`config.mk`:
```
export PLATFORM = sky130hd
export DESIGN_NAME = cdb_arbiter
export DESIGN_NICKNAME = d
export VERILOG_FILES = /design/src/rtl/cdb_arbiter_pkg.sv /design/src/rtl/cdb_age_select.sv /design/src/rtl/cdb_arbiter.sv
export SDC_FILE = /design/constraint.sdc
export NUM_CORES = 1
export LEC_CHECK = 0
export CORE_MARGIN = 3
export CORE_UTILIZATION = 45
export DETAILED_ROUTE_END_ITERATION = 12
export PLACE_DENSITY = 0.82
export SYNTH_ARGS = -nofsm -noshare
export SYNTH_HDL_FRONTEND = slang
export SYNTH_SLANG_ARGS = --single-unit
```
`constraint.sdc`:
```
create_clock -name clk -period 13.7 [get_ports clk]
set_input_delay 2.74 -clock clk [delete_from_list [all_inputs] [get_ports clk]]
set_output_delay 2.74 -clock clk [all_outputs]
set_load 0.005 [all_outputs]
```
`src/rtl/cdb_arbiter_pkg.sv`:
```
// ============================================================================
// cdb_arbiter_pkg : shared types and constants for the CDB arbiter slice
// Revision: 1.0
// ============================================================================
`default_nettype none

package cdb_arbiter_pkg;

  localparam int c_ROB_TAG_W = 4;
  localparam int c_PRD_W     = 6;
  localparam int c_N_REQ     = 3;

  localparam int c_REQ_ALU = 0;
  localparam int c_REQ_BRU = 1;
  localparam int c_REQ_LSU = 2;

  typedef struct packed {
    logic [c_ROB_TAG_W-1:0] rob_tag;
    logic [c_PRD_W-1:0]     prd;
    logic                   rd_used;
    logic [31:0]            data;
    logic                   br_mispredict;
    logic [31:0]            br_target;
  } cdb_pkt_t;

endpackage

`default_nettype wire

```
`src/rtl/cdb_age_select.sv`:
```
// ============================================================================
// cdb_age_select : one-hot grant of the oldest occupied slot relative to the
//                  ROB head; ties resolve to the lowest index
// Revision: 1.0
// ============================================================================
`default_nettype none

module cdb_age_select #(
  parameter int N_REQ     = 3,
  parameter int ROB_TAG_W = 4
) (
  input  logic [N_REQ-1:0]                slot_v_i,
  input  logic [N_REQ-1:0][ROB_TAG_W-1:0] slot_tag_i,
  input  logic [ROB_TAG_W-1:0]            rob_head_i,
  output logic [N_REQ-1:0]                grant_o
);

  logic [ROB_TAG_W-1:0] w_age;
  logic [ROB_TAG_W-1:0] w_best;
  logic                 w_found;

  always_comb begin
    grant_o = '0;
    w_age   = '0;
    w_best  = '0;
    w_found = 1'b0;
    for (int i = 0; i < N_REQ; i++) begin
      // Modular distance from the head; strict compare keeps the lower index on ties
      w_age = slot_tag_i[i] - rob_head_i;
      if (slot_v_i[i] && (!w_found || (w_age < w_best))) begin
        w_found    = 1'b1;
        w_best     = w_age;
        grant_o    = '0;
        grant_o[i] = 1'b1;
      end
    end
  end

endmodule

`default_nettype wire

```
`src/rtl/cdb_arbiter.sv`:
```
// ============================================================================
// cdb_arbiter : per-requester holding slots, oldest-first CDB arbitration,
//               registered CDB broadcast and saturating conflict counter
// Revision: 1.0
// ============================================================================
`default_nettype none

module cdb_arbiter
  import cdb_arbiter_pkg::*;
#(
  parameter int N_REQ     = c_N_REQ,
  parameter int ROB_TAG_W = c_ROB_TAG_W,
  parameter int CNT_W     = 16
) (
  input  logic                       clk,
  input  logic                       rst_n,
  input  logic                       flush_i,
  input  logic [ROB_TAG_W-1:0]       rob_head_i,
  input  logic [N_REQ-1:0]           req_valid_i,
  output logic [N_REQ-1:0]           req_ready_o,
  input  cdb_pkt_t [N_REQ-1:0]       req_pkt_i,
  output logic                       cdb_valid_o,
  output cdb_pkt_t                   cdb_pkt_o,
  output logic [N_REQ-1:0]           cdb_grant_o,
  output logic [CNT_W-1:0]           conflict_cnt_o
);

  localparam int c_OCC_W = $clog2(N_REQ + 1);

  logic [N_REQ-1:0]                r_slot_v;
  cdb_pkt_t [N_REQ-1:0]            r_slot_pkt;
  logic [N_REQ-1:0][ROB_TAG_W-1:0] w_slot_tag;
  logic [N_REQ-1:0]                w_grant;
  logic [N_REQ-1:0]                w_load;
  cdb_pkt_t                        w_win_pkt;
  logic [c_OCC_W-1:0]              w_occ;

  logic                            r_cdb_valid;
  cdb_pkt_t                        r_cdb_pkt;
  logic [N_REQ-1:0]                r_cdb_grant;
  logic [CNT_W-1:0]                r_conflict_cnt;

  for (genvar i = 0; i < N_REQ; i++) begin : g_tag
    assign w_slot_tag[i] = r_slot_pkt[i].rob_tag;
  end

  cdb_age_select #(
    .N_REQ     (N_REQ),
    .ROB_TAG_W (ROB_TAG_W)
  ) u_age_select (
    .slot_v_i   (r_slot_v),
    .slot_tag_i (w_slot_tag),
    .rob_head_i (rob_head_i),
    .grant_o    (w_grant)
  );

  // A slot being drained this cycle can accept a new result at the same edge
  assign req_ready_o = {N_REQ{!flush_i}} & (~r_slot_v | w_grant);
  assign w_load      = req_valid_i & req_ready_o;

  always_comb begin
    w_win_pkt = '0;
    w_occ     = '0;
    for (int i = 0; i < N_REQ; i++) begin
      if (w_grant[i]) w_win_pkt = r_slot_pkt[i];
      w_occ = w_occ + c_OCC_W'(r_slot_v[i]);
    end
  end

  always_ff @(posedge clk or negedge rst_n) begin
    if (!rst_n) begin
      r_slot_v   <= '0;
      r_slot_pkt <= '0;
    end else if (flush_i) begin
      r_slot_v <= '0;
    end else begin
      for (int i = 0; i < N_REQ; i++) begin
        if (w_load[i]) begin
          r_slot_v[i]   <= 1'b1;
          r_slot_pkt[i] <= req_pkt_i[i];
        end else if (w_grant[i]) begin
          r_slot_v[i] <= 1'b0;
        end
      end
    end
  end

  always_ff @(posedge clk or negedge rst_n) begin
    if (!rst_n) begin
      r_cdb_valid <= 1'b0;
      r_cdb_pkt   <= '0;
      r_cdb_grant <= '0;
    end else if (flush_i) begin
      r_cdb_valid <= 1'b0;
      r_cdb_grant <= '0;
    end else begin
      r_cdb_valid <= |w_grant;
      r_cdb_grant <= w_grant;
      if (|w_grant) r_cdb_pkt <= w_win_pkt;
    end
  end

  // Flush does not clear the counter; it is a performance statistic
  always_ff @(posedge clk or negedge rst_n) begin
    if (!rst_n) begin
      r_conflict_cnt <= '0;
    end else if ((w_occ >= c_OCC_W'(2)) && !(&r_conflict_cnt)) begin
      r_conflict_cnt <= r_conflict_cnt + 1'b1;
    end
  end

  assign cdb_valid_o    = r_cdb_valid;
  assign cdb_pkt_o      = r_cdb_pkt;
  assign cdb_grant_o    = r_cdb_grant;
  assign conflict_cnt_o = r_conflict_cnt;

endmodule

`default_nettype wire
```
* After elaboration in Yosys (flattened, before gate mapping)
Index checks and enable logic that the tools add are counted.
Operators by class: add/subtract/negate cells 6, order comparisons 3, muxes and demuxes 19, bitwise operators 5, reductions and logical operators 18
Operators with widths (count):
- $mux W76 | 3
- $add A16 B1 Y16 const B | 1
- $reduce_and A16 Y1 | 1
- $mux W3 | 4
- $sub A4 B4 Y4 | 3
- $mux W1 | 10
- $reduce_bool A3 Y1 | 3
- $lt A4 B4 Y1 | 2
- $mux W4 | 2
- $reduce_and A2 Y1 | 4
- $and A3 B3 Y3 | 2
- $logic_not A1 Y1 | 4
- $logic_and A1 B1 Y1 | 3
- $not A3 Y3 | 1
- $or A3 B3 Y3 | 1
- $reduce_or A3 Y1 | 1
- $add A1 B1 Y2 | 1
- $add A2 B1 Y2 | 1
- $ge A2 B2 Y1 const B | 1
- $logic_or A1 B1 Y1 | 2
- $not A1 Y1 | 1
Word-level totals: flip-flop bits (word level) 327, bits of input ports 238, output and inout bits 99, logic and storage cells 81

* Depth between registers and ports, before layout
depth in word-level cells 15, gate-level depth with buffers 25

* Modules after synthesis
A second synthesis with hierarchy kept.
Unflattened totals: cell total of the unflattened synthesis 1167, area total of the unflattened synthesis 14279.9 um^2
By module, submodules not included:
- cdb_arbiter | instances 1, cells each 1091, area each 13606.8 um^2
- cdb_age_select | instances 1, cells each 76, area each 673.1 um^2

* Worst setup path after synthesis
OpenSTA, ideal clock, no wires.
path type input -> output, start point in rob_head_i[1], end point out req_ready_o[0], arrival time 6.094 ns, required time 10.960 ns, path slack 4.866 ns, stages on the path 20, buffers on the path 2, cells stage by stage inv_1 ha_1 a21o_1 a21oi_1 xnor2_1 nand2_1 ha_1 o211a_1 a211o_1 buf_2 nand2_1 clkbuf_1 nand2_1 o21a_1 ha_1 o22ai_1 o21ai_1 a21oi_1 o21ai_0 nor2b_1
Between the ends: longest elaborated chain between the ends 12, elaborated cells on any way between the ends 17
RTL lines:
- start: declaration | line cdb_arbiter.sv:18 | input logic [ROB_TAG_W-1:0] rob_head_i,
- $sub A4 B4 Y4 | line cdb_age_select.sv:29 | w_age = slot_tag_i[i] - rob_head_i;
- $mux W4 | line cdb_age_select.sv:30 | if (slot_v_i[i] && (!w_found || (w_age < w_best))) begin
- $lt A4 B4 Y1 | line cdb_age_select.sv:30
- $logic_or A1 B1 Y1 | line cdb_age_select.sv:30
- $logic_and A1 B1 Y1 | line cdb_age_select.sv:30
- $mux W4 / $mux W1 (equally long branches) | line cdb_age_select.sv:30
- $lt A4 B4 Y1 / $logic_not A1 Y1 (equally long branches) | line cdb_age_select.sv:30
- $logic_or A1 B1 Y1 | line cdb_age_select.sv:30
- $logic_and A1 B1 Y1 | line cdb_age_select.sv:30
- $mux W3 * | line cdb_age_select.sv:30
- $or A3 B3 Y3 * | line cdb_arbiter.sv:58 | assign req_ready_o = {N_REQ{!flush_i}} & (~r_slot_v | w_grant);
- $and A3 B3 Y3 * | line cdb_arbiter.sv:58
- end: declaration | line cdb_arbiter.sv:20 | output logic [N_REQ-1:0] req_ready_o,
Mark *: on every way between the ends. The rest lies on a longest branch, timed or not.

* Worst setup path in the final report
Ends and elaborated chain as after synthesis.

==> reports/results.txt <==
Status: complete, no violations
Vias per inst: 5.56
Slew @ Worst Pin: 1.11 ns
Clock share of power: 26.6%
Final Max Tran Viols: 0
Critical Path RT: 10.96 ns
First-pass GRT wire length: 62300 microns
Setup Buffers After CTS: 0
Crit start category: input port
Via count: 10900
CTS max path bufs: 3
Syn avg cell area: 11.7 sq um
Die H: 186 microns
Area added between synthesis and finish: 32.5%
Final #Nets: 1797
Peak VDD IR: 0.0991 mV
Starting DRT DRC Count: 643
Worst clock skew: 0.0186 ns
Net Sw Frac: 29.7%
Pin count of the biggest net entering global routing: 109
Crit end category: output port
Drt wl/cell: 20.4 microns
Post-cts sizing count: 0
Register area share after synthesis: 56.3%
Hpwl dp: 26500 microns
Final hold slack: 0.477 ns
Clock-pin slew on the worst setup and hold paths: 0.05 ns
Syn Nets: 1497
Rel. slew slack: 26.3%
Clock Latency Late Sink: 0.51 ns
Grt ovf: 0
Pwr/cell area: 178 nW/um^2
Rows: 65
Area of the core: 31700 sq um
Post-route ant nets: 0
Synthesized instance count: 1239
RSZ-0062 raised after global routing: no
H-tree Lvls: 2
Cts hold-fix bufs: 0
Max Clk Rate: 0.0924 GHz
Fraction of layout cells with a size suffix above 1: 18.9%
Mapped Area: 14500 sq um
Comb pwr share: 31.2%
MaxCap Viol Count: 0
Crit-path max FO: 78
GRT Resource Usage Total: 22.8%
Die area: 34500 sq um
Initial antenna violation count: 2
WS Path Type: input port to output port
Final WL: 40000 microns
Sequential power share: 42.2%
#FFs+latches synth: 327
Hold Fails Final Rpt: 0
Largest cells by area after synthesis: dfrtp_1 56%, mux2_2 14%, o21ai_0 4.7%, nand2_1 4.2%, mux2_4 4.1%
Minimum clock period: 10.82 ns
Num CTS Buffers: 36
Critical path arrival: 8.08 ns
DRC: 0
Root Buffer: clkbuf_16
Setup Viol. Count Final: 0
Setup Total Neg Slack: 0 ns
Hold Crit Class: flop to flop
CTS tree: done
Port Buf Inserts: 336
Pint: 0.00241 W
Lkg Pwr: 8.18 nW
Synth top area share: 56.3%
Post-synth top area cell: dfrtp_1
Initial DRT Pass Iterations: 4
Ports: 337
Clock sinks: 327
Psw: 0.00102 W
YS warnings: 0
Routability cong.: 0.832
Tcrit/Tclk final: 79.0%
Synth unique cells: 46
Vias in the first global route: 11700
Initial Util: 45.8%
Chip width: 186 microns
state kept, by name, indices dropped and copies added, names as in the netlist:
| signal | flops |
|---|---|
| cdb_grant_o | 3 |
| cdb_pkt_o | 76 |
| cdb_valid_o | 1 |
| conflict_cnt_o | 16 |
| r_slot_v | 3 |
| r_slot_pkt | 228 |
power by group through the flow:
stage / Sequential (W) / Combinational (W) / Clock (W)
floorplan: 0.00141 / 0.000570 / 0
global placement: 0.00144 / 0.00103 / 0
detailed placement: 0.00145 / 0.00107 / 0
CTS: 0.00144 / 0.00108 / 0.000932
global route: 0.00148 / 0.00117 / 0.000973
finish: 0.00145 / 0.00107 / 0.000909
layer usage:
| layer | share of wire (%) | vias to the layer above | GRT usage, % |
|---|---|---|---|
| met5 | 0.033 | - | 0 |
| met1 | 40 | 5455 | 28.6 |
| li1 | - | 4915 | - |
| met2 | 48 | 437 | 38.6 |
| met3 | 8.7 | 84 | 6.14 |
| met4 | 2.9 | 2 | 7.09 |
cell usage after synthesis (all sizes together):
| cell | number |
|---|---|
| o211a | 1 |
| nand4 | 3 |
| nand2 | 163 |
| dfrtp | 327 |
| buf | 31 |
| o22ai | 1 |
| xnor2 | 17 |
| a21o | 4 |
| and3 | 76 |
| a211oi | 1 |
| nand2b | 4 |
| fa | 3 |
| nand3 | 83 |
| inv | 13 |
| or2 | 2 |
| nand4bb | 1 |
| mux2 | 229 |
| or3b | 1 |
| o21ai | 155 |
| nor2 | 9 |
| a41oi | 1 |
| and3b | 1 |
| ha | 17 |
| o211ai | 1 |
| o21a | 2 |
| o311ai | 1 |
| a211o | 1 |
| and2 | 6 |
| nand3b | 1 |
| o21bai | 1 |
| a21oi | 9 |
| clkbuf | 56 |
| a22o | 1 |
| a2111o | 1 |
| o2111a | 1 |
| and4 | 4 |
| xor2 | 7 |
| nor2b | 2 |
| nor3b | 2 |
cells in the final DEF (no fill, tap or decap), types with 2 or more instances in the layout:
cell type / synthesis / layout
a21o_1: 4 / 4
a21oi_1: 9 / 9
and2_1: 6 / 6
and3_1: 76 / 76
and4_1: 4 / 4
buf_4: 0 / 13
clkbuf_1: 56 / 10
clkbuf_16: 0 / 38
clkbuf_8: 0 / 4
clkdlybuf4s50_1: 0 / 335
dfrtp_1: 327 / 326
fa_1: 3 / 3
ha_1: 17 / 17
inv_1: 13 / 12
mux2_1: 2 / 2
mux2_2: 187 / 187
mux2_4: 40 / 40
nand2_1: 163 / 162
nand2b_1: 4 / 4
nand3_1: 83 / 83
nand4_1: 3 / 3
nor2_1: 9 / 9
nor2b_1: 2 / 2
o21a_1: 2 / 2
o21ai_0: 137 / 137
o21ai_1: 18 / 18
xnor2_1: 17 / 17
xor2_1: 7 / 7
stage by stage:
stage | cell area [sq um] | power (W) | std cells | setup WS, ns | util, %
after global placement | 18100 | 0.00247 | 1903 | 3.13 | 57.2
after floorplan | 14500 | 0.00198 | 1239 | 4.87 | -
after global routing | 19200 | 0.00362 | 1960 | 2.58 | 60.7
after detailed placement | 18100 | 0.00252 | 1903 | 2.94 | 57.2
after CTS | 19200 | 0.00345 | 1959 | 2.92 | 60.7
final | 19200 | 0.00342 | 1960 | 2.88 | 60.7
final cells by class:
| class | count | area, sq um |
|---|---|---|
| Tap cell | 402 | 503 |
| Fill cell | 2485 | 12500 |
| Sequential cell | 327 | 8180 |
| Multi-Input combinational cell | 812 | 5940 |
| Antenna cell | 1 | 2.50 |
| Inverter | 13 | 48.8 |
| Clock buffer | 52 | 1040 |
| Timing Repair Buffer | 349 | 3470 |
| Clock inverter | 4 | 58.8 |
critical path, stage by stage:
cell	delay (ns)
clkdlybuf4s50_1	0.49
inv_1	0.16
ha_1	0.34
a21o_1	0.16
a21oi_1	0.18
xnor2_1	0.13
nand2_1	0.09
ha_1	0.35
o211a_1	0.19
a211o_2	0.18
buf_4	0.72
and2_1	0.33
nand2_1	0.09
o21ai_0	0.10
ha_1	0.29
a211oi_1	0.30
o21ai_1	0.17
a21oi_1	0.18
o21ai_0	0.18
nor2b_1	0.24
clkdlybuf4s50_1	0.47
logic make-up after synthesis:
family                     after synthesis  share of synthesized area [%]
buffers and inverters                  100                           3.01
adders and majority gates               20                           1.88
DFF                                    327                           56.3
AOI/OAI and AO/OA                      181                           6.62
and+or+nand+nor                        358                           11.9
xor gates and xnor gates                24                           1.45
muxes                                  229                           18.8
worst paths after layout:
check / from / endpoint / slack [ns] / depth (start not counted)
min in group asynchronous: rst_n / cdb_pkt_o[67] / 2.29 / 1
worst max register to register: r_slot_pkt[72] / r_slot_pkt[227] / 7.53 / 20
worst max-delay path: rob_head_i[1] / req_ready_o[0] / 2.88 / 21
worst min-delay path: cdb_pkt_o[1] / cdb_pkt_o[1] / 0.48 / 2
worst min register to register: cdb_pkt_o[1] / cdb_pkt_o[1] / 0.48 / 2
max in group asynchronous: rst_n / cdb_pkt_o[26] / 9.19 / 3
Note: power is estimated with default switching activity, not from simulation.
